<file path="config.mk">
export PLATFORM = sky130hd
export DESIGN_NAME = countdown_timer
export DESIGN_NICKNAME = d
export VERILOG_FILES = /design/src/rtl/countdown_timer.sv
export SDC_FILE = /design/constraint.sdc
export NUM_CORES = 1
export LEC_CHECK = 0
export CAP_MARGIN = 30
export CORE_ASPECT_RATIO = 0.8
export CORE_MARGIN = 5
export CORE_UTILIZATION = 50
export CTS_CLUSTER_SIZE = 12
export DETAILED_ROUTE_END_ITERATION = 6
export GPL_ROUTABILITY_DRIVEN = 1
export GPL_TIMING_DRIVEN = 0
export PLACE_DENSITY = 0.79
export SETUP_SLACK_MARGIN = 0.1
export SLEW_MARGIN = 20
export SYNTH_ARGS = -nofsm -noshare
export SYNTH_HDL_FRONTEND = slang
export SYNTH_SLANG_ARGS = --single-unit
</file>
<file path="constraint.sdc">
create_clock -name clk -period 2.3 [get_ports clk]
set_input_delay 0.23 -clock clk [delete_from_list [all_inputs] [get_ports clk]]
set_output_delay 0.23 -clock clk [all_outputs]
set_load 0.005 [all_outputs]
</file>
<file path="src/rtl/countdown_timer.sv">
// countdown_timer: loadable down-counter with start/pause/stop, optional auto-reload and a one-cycle terminal-count pulse
module countdown_timer #(
    parameter int WIDTH = 8
) (
    input  logic             clk,
    input  logic             rst,
    input  logic             load,
    input  logic [WIDTH-1:0] load_val,
    input  logic             start,
    input  logic             stop,
    input  logic             pause,
    input  logic             tick,
    input  logic             auto_reload,
    output logic [WIDTH-1:0] count,
    output logic             busy,
    output logic             done,
    output logic             expired
);
    typedef enum logic [1:0] {IDLE, RUN, HOLD} state_e;
    state_e state_q, state_d;
    logic [WIDTH-1:0] count_q, count_d, reload_q, reload_d;
    logic done_q, done_d, expired_q, expired_d;
    always_comb begin
        state_d   = state_q;
        count_d   = count_q;
        reload_d  = reload_q;
        done_d    = 1'b0;
        expired_d = expired_q;
        if (stop) begin
            state_d = IDLE;
        end else if (state_q == IDLE) begin
            if (load) begin
                count_d   = load_val;
                reload_d  = load_val;
                expired_d = 1'b0;
            end else if (start) begin
                state_d   = (count_q != '0) ? RUN : IDLE;
                done_d    = (count_q == '0);
                expired_d = (count_q == '0);
            end
        end else if (state_q == HOLD) begin
            state_d = pause ? HOLD : RUN;
        end else if (pause) begin
            state_d = HOLD;
        end else if (tick) begin
            // count is never 0 in RUN, so anything not above 1 is the expiry tick
            if (count_q > WIDTH'(1)) begin
                count_d = count_q - WIDTH'(1);
            end else begin
                done_d    = 1'b1;
                expired_d = 1'b1;
                count_d   = auto_reload ? reload_q : '0;
                state_d   = auto_reload ? RUN : IDLE;
            end
        end
    end
    always_ff @(posedge clk or negedge rst) begin
        if (!rst) begin
            state_q   <= IDLE;
            count_q   <= '0;
            reload_q  <= '0;
            done_q    <= 1'b0;
            expired_q <= 1'b0;
        end else begin
            state_q   <= state_d;
            count_q   <= count_d;
            reload_q  <= reload_d;
            done_q    <= done_d;
            expired_q <= expired_d;
        end
    end
    assign count   = count_q;
    assign busy    = (state_q != IDLE);
    assign done    = done_q;
    assign expired = expired_q;
endmodule

</file>
Word-level counts from Yosys, hierarchy flattened
Cells that the tools add are included.
{"block": "op_classes", "n_reduce_logical": 10, "n_lt_le_gt_ge": 1, "bitwise_logic": 1, "n_mux": 33, "n_addsub": 1, "eq_ne": 9}
{"cell": "two-way mux 8 bit", "n": 7}
{"cell": "two-way mux 2 bit", "n": 9}
{"cell": "two-way mux 1 bit", "n": 17}
{"cell": "!= test 3 bit (second input constant)", "n": 3}
{"cell": "> comparator 8 x 1 -> 1 bit (second input constant)", "n": 1}
{"cell": "logical NOT 8 bit", "n": 1}
{"cell": "nonzero test 8 bit", "n": 1}
{"cell": "subtractor 8 x 1 -> 8 bit (second input constant)", "n": 1}
{"cell": "!= test 2 bit (second input constant)", "n": 3}
{"cell": "AND reduction 6 bit", "n": 1}
{"cell": "!= test 5 bit (second input constant)", "n": 1}
{"cell": "AND reduction 5 bit", "n": 1}
{"cell": "nonzero test 5 bit", "n": 1}
{"cell": "AND reduction 4 bit", "n": 1}
{"cell": "nonzero test 2 bit", "n": 2}
{"cell": "AND reduction 3 bit", "n": 1}
{"cell": "equality test 2 bit (second input constant)", "n": 1}
{"cell": "logical NOT 2 bit", "n": 1}
{"cell": "!= test 2 x 1 -> 1 bit (second input constant)", "n": 1}
{"cell": "NOT 1 bit", "n": 1}
{"block": "word_totals", "wordCells": 60, "register_bits": 20, "out_inout_bits": 11}

Depth between registers and ports, before layout
Gate-level depths: netlist (run 1).
{"block": "logic_depth", "ltp_word": 7, "ltp_mapped": 8, "depth_no_buf": 6}

Worst setup path before layout (run 1)
Ideal clock, no wire load.
{"block": "synth_path", "kind": "register to register", "from": "register count_q[0] (netlist: count[0])", "to": "register count_q[1] (netlist: count[1])", "arrival_ps": 1750, "t_required_ps": 2182, "period_less_slack_ps": 1868, "setup_time_ps": 118, "path_slack_ps": 432, "n_path_buf": 2, "stages_incl_launch_ff": 9, "cell_sequence": "dfrtp_1 -> inv_1 -> ha_1 -> or2_2 -> clkbuf_1 -> and3_1 -> buf_2 -> mux2i_1 -> a21o_1"}
{"block": "synth_via", "elab_chain_cells": 6, "elab_cells_between_ends": 7, "classes_between": "add/sub: 1; order compare: 1; mux: 5"}
{"item": "start: declaration", "line": "21", "text": "logic [WIDTH-1:0] count_q, count_d, reload_q, reload_d;"}
{"item": "start signal: assignment", "line": "66", "text": "count_q <= count_d;"}
{"item": "subtractor 8 x 1 -> 8 bit or > comparator 8 x 1 -> 1 bit (tied branches)", "line": "48, 47"}
{"item": "two-way mux 8 bit *", "line": "47", "text": "if (count_q > WIDTH'(1)) begin"}
{"item": "two-way mux 8 bit *", "line": "45", "text": "end else if (tick) begin"}
{"item": "two-way mux 8 bit *", "line": "43", "text": "end else if (pause) begin"}
{"item": "two-way mux 8 bit *", "line": "41", "text": "end else if (state_q == HOLD) begin"}
{"item": "two-way mux 8 bit *", "line": "31", "text": "end else if (state_q == IDLE) begin"}
Every way passes the cells marked *; elsewhere a longest branch is shown, timed or not. The select of a mux whose other input is x is not followed.
A chain may end at the register's enable or synchronous reset.

Worst setup path after layout (run 1)
{"block": "layout_path", "from": "register state_q[0]", "to": "output busy"}
{"block": "layout_via", "elab_chain_cells": 1}
{"item": "start: declaration", "line": "20", "text": "state_e state_q, state_d;"}
{"item": "start signal: assignment", "line": "65", "text": "state_q <= state_d;"}
{"item": "nonzero test 2 bit", "line": "73", "text": "assign busy = (state_q != IDLE);"}
{"item": "end: declaration", "line": "15", "text": "output logic busy,"}
Every way passes these cells.

==> results of run 1 <==
==> flip-flops by register name, indices dropped and copies added, names as in the netlist <==
signal and count:
state_q 2, done 1, reload_q 8, expired 1, count 8
==> logic make-up (layout without fill, tap and decap cells) <==
| group | count (synthesis) | count (layout) | share of synthesized area, % |
|---|---|---|---|
| AND/OR/NAND/NOR | 49 | 49 | 24.9 |
| AO/OA/AOI/OAI | 28 | 28 | 15.2 |
| flip-flops | 20 | 20 | 39.6 |
| multiplexers | 14 | 14 | 11.8 |
| buffers and inverters | 11 | 40 | 4.15 |
| adder cells (fa/ha/maj) | 3 | 3 | 2.97 |
| XOR/XNOR | 2 | 2 | 1.39 |
==> path summary, 6_finish.rpt <==
kind,start,end
max reg2reg,count[0],count[2]
min in group clk,stop,state_q[1]
max in group asynchronous,rst,state_q[0]
min reg2reg,reload_q[2],reload_q[2]
max,state_q[0],busy
min,rst,count[1]
==> stage by stage <==
stage,hold WS (ns),instances
floorplan,-0.0656,127
global placement,0.493,187
detailed placement,0.501,187
CTS,0.228,191
global route,0.228,192
finish,0.215,192
==> routing by layer <==
layer	vias up	GRT usage, %	share of wire (%)
li1	525	-	-
met3	4	4.44	6.2
met2	37	28.7	47
met1	501	24.3	45
met5	-	0	0
met4	0	5.74	1.3
==> cell usage after synthesis, drive strengths merged, types with 2 or more instances <==
cell / number / area, sq um
dfrtp: 20 / 500
nor2: 10 / 40.0
nand3: 8 / 40.0
a21oi: 7 / 46.3
mux2: 7 / 78.8
mux2i: 7 / 70.1
nand2: 7 / 26.3
o21ai: 6 / 30.0
a31oi: 5 / 31.3
or3: 5 / 37.5
buf: 4 / 25.0
inv: 4 / 15.0
clkbuf: 3 / 12.5
ha: 3 / 37.5
nor3: 3 / 15.0
nand3b: 2 / 15.0
nand4: 2 / 12.5
nor2b: 2 / 12.5
nor4: 2 / 33.8
o21a: 2 / 15.0
==> power by group through the flow <==
stage	logic [uW]	registers [uW]	clock network [uW]
after detailed placement	442	523	0
after CTS	443	515	292
after global routing	494	530	310
after global placement	432	517	0
after floorplan	266	509	0
final	445	518	293
==> final cells by class <==
class,instances,area (sq um)
Fill cell,209,821
Multi-Input combinational cell,96,717
Buffer,7,38.8
Clock inverter,1,30.0
Timing Repair Buffer,25,251
Clock buffer,3,22.5
Tap cell,36,45.0
Inverter,4,15.0
Sequential cell,20,502
==> worst max-delay path, stage by stage, from the launching register on <==
cell and delay [ns]:
dfrtp_1 0.45, clkbuf_2 0.21, nor2_4 0.21, inv_1 0.14, clkdlybuf4s50_1 0.49
==> run summary, run 1 <==
After routing, the total negative slack on setup checks comes to 0 ns. The congestion estimate from routability-driven global placement came to 0.881. The chip height is 55.0 um, and the area of the die is 3640 sq um. Counting every net in the synthesized netlist gives 146. The startpoint kind of the worst setup timing path was a register.

Cell internal power was estimated by the tool at 853 uW. For the total global-route track usage, the log shows 18.0%. Biggest fanout along the worst timing path: 10.

The wire length of the first global-routing pass is 4.84 mm, and the power share of the sequential group is 41.2%. The clock transition at the register clock pins on the worst setup and hold paths after CTS works out to 0.12 ns. The maximum number of pins on one net before global-route repair is 21, and the signal arrival time at the worst endpoint is 1.82 ns. The final design utilization came out at 66.4%. The share of the Yosys chip area taken by registers is 39.6%.

The routed layout has 1067 vias. The die width is 66.2 um, and the leakage power figure is 0.000657 uW. For the clock power share, the log shows 23.3%. After clock tree synthesis, the flow added hold-fix buffers numbering 0. During synthesis, Yosys emitted a total of 0 warnings.

The final-report max-slew violation count was 0. Counting flops with a built-in enable in the synthesized netlist gives 0. The clock arrives with 0.00279 ns of skew.

For the initial core utilization, the log shows 51.8%. The critical path is of the reg2out type. In the post-route analysis, the smallest setup slack over all paths is 0.246 ns. The share of total power dissipated in combinational logic is 35.4%. Setup violations remaining at the end of the flow were counted as 0. For this run, the post-layout net count is 176.

The total power divided by cell area is 775 nW/um^2, and the initial antenna violation count is 0. In the final layout, the share of cells above drive strength 1 is 20.5%. The switching share of power is 32.1%, and the average wire per cell in the routed design is 15.3 um.

The number of clock sinks was 20. The number of buffers inserted by port buffering is 24. TritonCTS built the clock tree. The run gives 0 as the number of max-capacitance violations reported. The logs give 1620 sq um for the cell area after layout and 127 for the synthesized instance count. The fraction of registers with async set or reset after synthesis was 100%. The netlist uses 45 different library cells.

The longest clock path from root to sink contains 2 buffers. The final critical path takes up 89.3% of the cycle. Total CTS buffers: 3.

In this run the count of I/O pins placed on the die edge is 27. For the deepest level of the CTS H-tree, the log shows 1. STA classifies the critical path endpoint as a primary output. The synthesis-to-finish area growth works out to 28.2%. Post-CTS repair changed the size of 0 cells. The run gives 1260 sq um as the summed instance area of the synthesized netlist.

Clock root buffer: clkbuf_4. Antenna cell count: 0. The post-synthesis average cell area came out at 9.96 sq um. Setup repair after global routing left no endpoint under its margin. The buffer count from post-CTS setup fixing came out at 0.

In the routed design, unresolved DRC markers number 0. The transition time at the pin with the least slew margin is 0.672 ns. The worst max-slew margin expressed relative to the limit was 55.0%; the number of storage elements in the synthesis netlist was 20. Reg-to-reg setup timing slack: 0.28 ns. After detailed routing, the total wire length is 2.93 mm. The library cell used most frequently in the layout, excluding fill and tap cells, is clkdlybuf4s50_1. Overall power consumption after layout is estimated at 1260 uW.

The most common flop cell mapped by yosys was dfrtp_1. The tightest min-delay check is of the in2async type. The path depth of the worst reg2reg path came out at 7. The final count of hold timing violations was 0. In the layout the commonest cells are 24 x clkdlybuf4s50_1, 19 x dfrtp_1, 9 x nor2_1. The number of detailed-route iterations in the first pass was 5; the post-place setup slack was 0.250 ns. VDD sags by at most 0.502 mV. The floorplan has 16 rows. The via count of the first global-routing pass is 1016, and the minimum clock period is 2.05 ns.

In the routed layout, each cell is associated on average with a via count of 5.56. The tools report the remaining antenna violation count as 0. The maximum clock frequency was 0.487 GHz. For the worst setup path, the data required time is 2.07 ns.

The logs give 404 uW for the power dissipated by switching net loads and 1550 sq um for the cell area reported after detailed placement. Detailed placement ended at an HPWL of 2.26 mm. The core region is 2440 sq um. The first routing iteration left 67 violations. The later pin in the worst-skew pair is clocked with a latency of 0.31 ns. Global routing finished with a remaining overflow of 0. The flow ran to the end, and the final reports show no timing, DRC or antenna violations.
No activity file was read; power rests on OpenSTA's default activity.
==> inputs of run 2 (changes only) <==
--- a/config.mk
+++ b/config.mk
@@ -5,7 +5,6 @@
 export SDC_FILE = /design/constraint.sdc
 export NUM_CORES = 1
 export LEC_CHECK = 0
-export CAP_MARGIN = 30
 export CORE_ASPECT_RATIO = 0.8
 export CORE_MARGIN = 5
 export CORE_UTILIZATION = 50
==> run summary, run 2 (synthesized netlist as in run 1, its figures left out) <==
The number of buffers inserted by port buffering is 24 (unchanged), and the proportion of layout cells with a drive suffix above 1 is 20.0% (was 20.5%). For the number of placed cells counting well taps, the log shows 187 (unchanged). Power dissipated by switching net loads: 402 uW (was 404 uW). The logs give 1016 (unchanged) for the via count of the first global-routing pass and 1 (unchanged) for the deepest level of the CTS H-tree. Most common library cell in the layout ignoring fill and taps: clkdlybuf4s50_1 (unchanged).

The worst hold path was traced through 2 stages. The leakage power figure was 0.000651 uW (was 0.000657 uW). The transition time at the pin with the least slew margin came out at 0.874 ns (was 0.672 ns). The type of the worst min-delay path is in2reg (was in2async). The routed via count was 1069 (was 1067); the maximum clock frequency was 0.491 GHz (was 0.487 GHz). The terminus of the critical flop-to-flop path is count[2] (unchanged). The average wire per cell in the routed design is 15.2 um (was 15.3 um), and the clock transition at the register clock pins on the worst setup and hold paths after CTS is 0.11 ns (was 0.12 ns). The number of non-filler instances in the completed layout was 191 (was 192); the chip height was 55.0 um (unchanged).

The tools report the worst setup path startpoint as state_q[0] (unchanged). The wire length of the first global-routing pass was 4.84 mm (unchanged); the total power divided by cell area was 778 nW/um^2 (was 775 nW/um^2). The minimum clock period is 2.04 ns (was 2.05 ns), and the overflow left after global routing is 0 (unchanged). The tools report the worst flop-to-flop path startpoint as count[0] (unchanged). The reg-to-reg setup timing slack is 0.27 ns (was 0.28 ns). The capture endpoint of the worst hold path is state_q[1]. The startpoint kind of the worst setup timing path was a register (unchanged). The tools report the placeable core area as 2440 sq um (unchanged). The tools report the number of buffers on the longest clock path as 2 (unchanged).

The antenna cell count is 0 (unchanged). The part of the total power dissipated in combinational logic was 35.4% (about the same). Most frequent cells in the layout: 24 x clkdlybuf4s50_1, 19 x dfrtp_1, 9 x nor2_1 (unchanged). The worst max-slew margin expressed relative to the limit came out at 41.6% (was 55.0%). The buffer count from post-CTS setup fixing is 0 (unchanged), and the final count of hold timing violations is 0 (unchanged). The hold path startpoint was stop. Type of the worst setup path: reg2out (unchanged). Setup repair after global routing left no endpoint under its margin. The run finished with clean final reports.

The tools report the weighted congestion reported at the end of routability-driven placement as 0.881 (unchanged). The tools report the setup-violating endpoint count in the final report as 0 (unchanged). The initial antenna violation count is 0 (unchanged), and the final routed DRC violation total is 0 (unchanged). The logs give 0.00542 ns (was 0.00279 ns) for the setup skew after layout and 0 (unchanged) for the remaining antenna violation count.

The tools report the clock root buffer as clkbuf_4 (unchanged). For the total length of routed wires, the log shows 2.90 mm (was 2.93 mm). For the number of clock sinks, the log shows 20 (unchanged). The logs give 1.81 ns (was 1.82 ns) for the signal arrival time at the worst endpoint and 27 (unchanged) for the total I/O pin count. TritonCTS built the clock tree. The number of buffers inserted by hold repair at cts is 0 (unchanged), and the mean number of vias per cell is 5.60 (was 5.56). The worst-skew pair later-pin latency came out at 0.31 ns (about the same). Kind of end point of the critical path: a primary output (unchanged). The portion of the clock cycle consumed by the worst path in the final layout is 88.5% (was 89.3%). The logs give 851 uW (was 853 uW) for the cell-internal power and 64 (was 67) for the starting DRC count in detailed routing. The total CTS buffers was 3 (unchanged).

The run gives 0 (unchanged) as the final-report max-slew violation count. The post-place setup slack was 0.250 ns (unchanged); the path depth of the worst reg2reg path was 7 (unchanged). The logs give 2.26 mm (unchanged) for the half-perimeter wire length after detailed placement and 0.264 ns (was 0.246 ns) for the final worst-path setup slack.

The tools report the setup TNS as 0 ns (unchanged). The synthesis-to-finish area growth was 27.3% (was 28.2%); the number of detailed-route iterations in the first pass was 4 (was 5). The maximum vdd ir drop came out at 0.507 mV (was 0.502 mV).

The clock power share is 23.4% (was 23.3%), and the worst path required time is 2.07 ns (about the same). The initial core utilization is 51.8% (unchanged), and the standard-cell row count is 16 (unchanged). The run gives 3640 sq um (unchanged) as the area of the die. The die width came out at 66.2 um (unchanged). The power share of the sequential group is 41.2% (about the same), and the maximum number of pins on one net before global-route repair is 21 (unchanged). The final layout net count was 175 (was 176); the number of max-capacitance violations reported was 0 (unchanged). The biggest fanout along the worst timing path works out to 10 (unchanged). Total global-route track usage: 18.0% (unchanged). The switching share of power is 32.1% (about the same).
[run 2: critical path, stage by stage, from the launching register on]
cell and delay, ns:
dfrtp_1 0.45, clkbuf_2 0.21, nor2_4 0.21, inv_1 0.14, clkdlybuf4s50_1 0.47
[run 2: what timing repair did]
item                                    in CTS  in global routing
hold endpoints to repair                     0                  0
endpoints found under the setup margin       0                  2
resized for setup                            0                  4
[run 2: final cells by class]
cell class / count / area (sq um)
buffer: 7 / 38.8
sequential: 20 / 502
clock inverter: 1 / 30.0
timing repair buffer: 24 / 240
multi-input combinational: 96 / 717
clock buffer: 3 / 22.5
fill: 211 / 832
tap: 36 / 45.0
inverter: 4 / 15.0
[run 2: worst max path at each step]
stage          endpoint
4_1_cts            busy
2_1_floorplan  count[1]
3_3_place_gp   count[2]
6_report           busy
5_1_grt        count[2]
3_5_place_dp   count[2]
[run 2: stage by stage]
step	hold slack, ns	area [sq um]	util, %	power, uW
finish	0.222	1610	65.9	1250
global route	0.228	1610	65.9	1330
CTS	0.228	1600	65.6	1250
detailed placement	0.501	1550	63.5	965
global placement	0.493	1550	63.5	949
floorplan	-0.0656	1260	-	776
[run 2: power by group through the flow]
| stage | registers (uW) | logic, uW | clock network (uW) |
|---|---|---|---|
| after global placement | 517 | 432 | 0 |
| after detailed placement | 523 | 442 | 0 |
| after global routing | 530 | 491 | 310 |
| after CTS | 515 | 443 | 292 |
| after floorplan | 509 | 266 | 0 |
| final | 517 | 443 | 293 |
[run 2: metal layers]
metal / track usage [%] / up-vias / routed length [um]
li1: - / 529 / -
met1: 24.3 / 501 / 1340
met2: 28.7 / 35 / 1340
met3: 4.44 / 4 / 177
met4: 5.74 / 0 / 33
met5: 0 / - / 0
==> inputs of run 3 (changes only) <==
--- a/config.mk
+++ b/config.mk
@@ -14,7 +14,6 @@
 export GPL_TIMING_DRIVEN = 0
 export PLACE_DENSITY = 0.79
 export SETUP_SLACK_MARGIN = 0.1
-export SLEW_MARGIN = 20
 export SYNTH_ARGS = -nofsm -noshare
 export SYNTH_HDL_FRONTEND = slang
 export SYNTH_SLANG_ARGS = --single-unit
==> constraint.sdc (replaced) <==
create_clock -name clk -period 2.5 [get_ports clk]
set_input_delay 0.25 -clock clk [delete_from_list [all_inputs] [get_ports clk]]
set_output_delay 0.25 -clock clk [all_outputs]
set_load 0.005 [all_outputs]
==> run summary, run 3 (synthesized netlist as in run 1, its figures left out) <==
Remaining antenna violation count: 0 (unchanged). The kind of end point of the critical path was a primary output (unchanged). The number of buffers on the longest clock path was 2 (unchanged); the signal arrival time at the worst endpoint was 1.98 ns (was 1.81 ns). The initial core utilization is 51.8% (unchanged). The number of buffers inserted by port buffering works out to 24 (unchanged).

The run gives 0 (unchanged) as the buffer count from post-CTS setup fixing. The final routed DRC violation total was 0 (unchanged); the area of the die was 3640 sq um (unchanged). The delay of the slowest critical-path stage works out to 0.48 ns (was 0.47 ns). The standard-cell row count was 16 (unchanged); the transition time at the pin with the least slew margin was 0.867 ns (was 0.874 ns). The tools report the number of placed cells counting well taps as 187 (unchanged). Number of buffers inserted by hold repair at cts: 0 (unchanged). Portion of the clock cycle consumed by the worst path in the final layout: 89.1%. Antenna cell count: 0 (unchanged). For the layout filler cell count, the log shows 211 (unchanged). The total buffers and inverters traversed by the critical path is 3 (unchanged).

Most frequent cells in the layout: 24 x clkdlybuf4s50_1, 20 x dfrtp_1, 9 x nor2_1 (was 24 x clkdlybuf4s50_1, 19 x dfrtp_1, 9 x nor2_1). For the total global-route track usage, the log shows 18.0% (unchanged). The tools report the maximum clock frequency as 0.449 GHz. The number of detailed-route iterations in the first pass is 4 (unchanged), and the part of the total power dissipated in combinational logic is 35.4% (about the same).

The chip height is 55.0 um (unchanged), and the deepest level of the CTS H-tree is 1 (unchanged). The total of cells resized after clock tree synthesis came out at 0 (unchanged). TritonCTS built the clock tree.

The die width is 66.2 um (unchanged), and the maximum vdd ir drop is 0.460 mV (was 0.507 mV). The worst max-slew margin expressed relative to the limit was 42.1% (was 41.6%); the starting DRC count in detailed routing was 71 (was 64). Number of non-filler instances in the completed layout: 191 (unchanged). The switching share of power works out to 31.9% (was 32.1%). Family with the most delay on the worst path: buffers and inverters (unchanged). The worst flop-to-flop path startpoint is count[0] (unchanged).

Clock transition at the register clock pins on the worst setup and hold paths after CTS: 0.11 ns (about the same). The logs give 0.30 ns (was 0.31 ns) for the worst-skew pair later-pin latency and 41.5% (was 41.2%) for the power share of the sequential group. For the power dissipated by switching net loads, the log shows 366 uW (was 402 uW). The type of the worst setup path is reg2out (unchanged).

Number of max-capacitance violations reported: 0 (unchanged). The worst path required time was 2.25 ns (was 2.07 ns); the final-report max-slew violation count was 0 (unchanged). The type of the worst min-delay path is in2reg (unchanged). Maximum number of pins on one net before global-route repair: 21 (unchanged). The setup-violating endpoint count in the final report is 0 (unchanged). The tools report the clock root buffer as clkbuf_4 (unchanged). The logs give 0.00132 ns (was 0.00542 ns) for the setup skew after layout and 2.26 mm (unchanged) for the half-perimeter wire length after detailed placement.

The flow ran to the end, and the final reports show no timing, DRC or antenna violations. The total power divided by cell area is 715 nW/um^2 (was 778 nW/um^2). The cell area reported after detailed placement is 1550 sq um (unchanged). The clock power share is 23.2% (was 23.4%), and the final layout net count is 175 (unchanged). Series of cell instances along the critical path: clkbuf_1 > nor2_2 > inv_1 > clkdlybuf4s50_1 (was clkbuf_2 > nor2_4 > inv_1 > clkdlybuf4s50_1). The cell at the slowest stage of the critical path was clkdlybuf4s50_1 (unchanged). Most common library cell in the layout ignoring fill and taps: clkdlybuf4s50_1 (unchanged). The biggest fanout along the worst timing path works out to 10 (unchanged). The total CTS buffers came out at 3 (unchanged). Initial antenna violation count: 0 (unchanged). The cell area after layout is 1600 sq um (was 1610 sq um). The run gives 0.42 ns (was 0.27 ns) as the reg-to-reg setup timing slack. The placeable core area is 2440 sq um (unchanged). The number of clock sinks was 20 (unchanged); the final hold slack was 0.246 ns (was 0.222 ns). For the weighted congestion reported at the end of routability-driven placement, the log shows 0.881 (unchanged).

The synthesis-to-finish area growth was 26.7% (was 27.3%); the via count of the first global-routing pass was 1016 (unchanged). The final count of hold timing violations came out at 0 (unchanged). Total design power: 1150 uW (was 1250 uW). The run gives 0 (unchanged) as the overflow left after global routing.

Startpoint kind of the worst setup timing path: a register (unchanged). The average wire per cell in the routed design is 15.1 um (was 15.2 um). Routed via count: 1069 (unchanged). For the cell-internal power, the log shows 780 uW (was 851 uW). For the wire length of the first global-routing pass, the log shows 4.84 mm (unchanged).

The hold path startpoint is stop (unchanged). The total I/O pin count was 27 (unchanged); the mean number of vias per cell was 5.60 (unchanged). Setup repair after global routing left no endpoint under its margin. Worst setup path startpoint: state_q[0] (unchanged). The proportion of layout cells with a drive suffix above 1 was 18.7% (was 20.0%); the total length of routed wires was 2.88 mm (was 2.90 mm).

The logs give 0 ns (unchanged) for the setup TNS and 0.000647 uW (was 0.000651 uW) for the leakage power figure. After layout, the minimum clock period comes to 2.23 ns.
## run 3: layout make-up
class / count / area, sq um / area share [%]
Clock buffer: 3 / 22.5 / 1.41
Timing Repair Buffer: 24 / 240 / 15.0
Buffer: 7 / 37.5 / 2.34
Inverter: 4 / 15.0 / 0.937
Tap cell: 36 / 45.0 / 2.81
Multi-Input combinational cell: 96 / 712 / 44.4
Sequential cell: 20 / 500 / 31.2
Clock inverter: 1 / 30.0 / 1.87
## run 3: routing by layer
layer  global-route usage (%)  routed length (um)  vias to the layer above  part of all wire [%]
li1                         -                   -                      523                     -
met4                     5.74                  27                        0                  0.94
met5                        0                   0                        -                     0
met3                     4.44                 179                        2                   6.2
met2                     28.7                1350                       38                    47
met1                     24.3                1330                      506                    46
## run 3: path summary, 6_finish.rpt
kind | end | cells past startpoint
worst max register to register | count[2] | 7
worst min-delay path | state_q[1] | 2
worst min register to register | reload_q[2] | 1
worst max-delay path | busy | 4
min in group asynchronous | count[1] | 1
max in group asynchronous | count[5] | 1
## run 3: stage by stage
step	utilization [%]	setup slack, ns
after floorplan	-	0.632
after global placement	63.5	0.473
after detailed placement	63.5	0.450
after CTS	65.6	0.294
after global routing	65.6	0.179
final	65.6	0.273
## run 3: power by group through the flow
stage,sequential (uW),combinational (uW),clock (uW)
6_report,475,405,265
5_1_grt,487,450,285
4_1_cts,474,408,269
3_5_place_dp,481,407,0
3_3_place_gp,476,398,0
2_1_floorplan,468,245,0
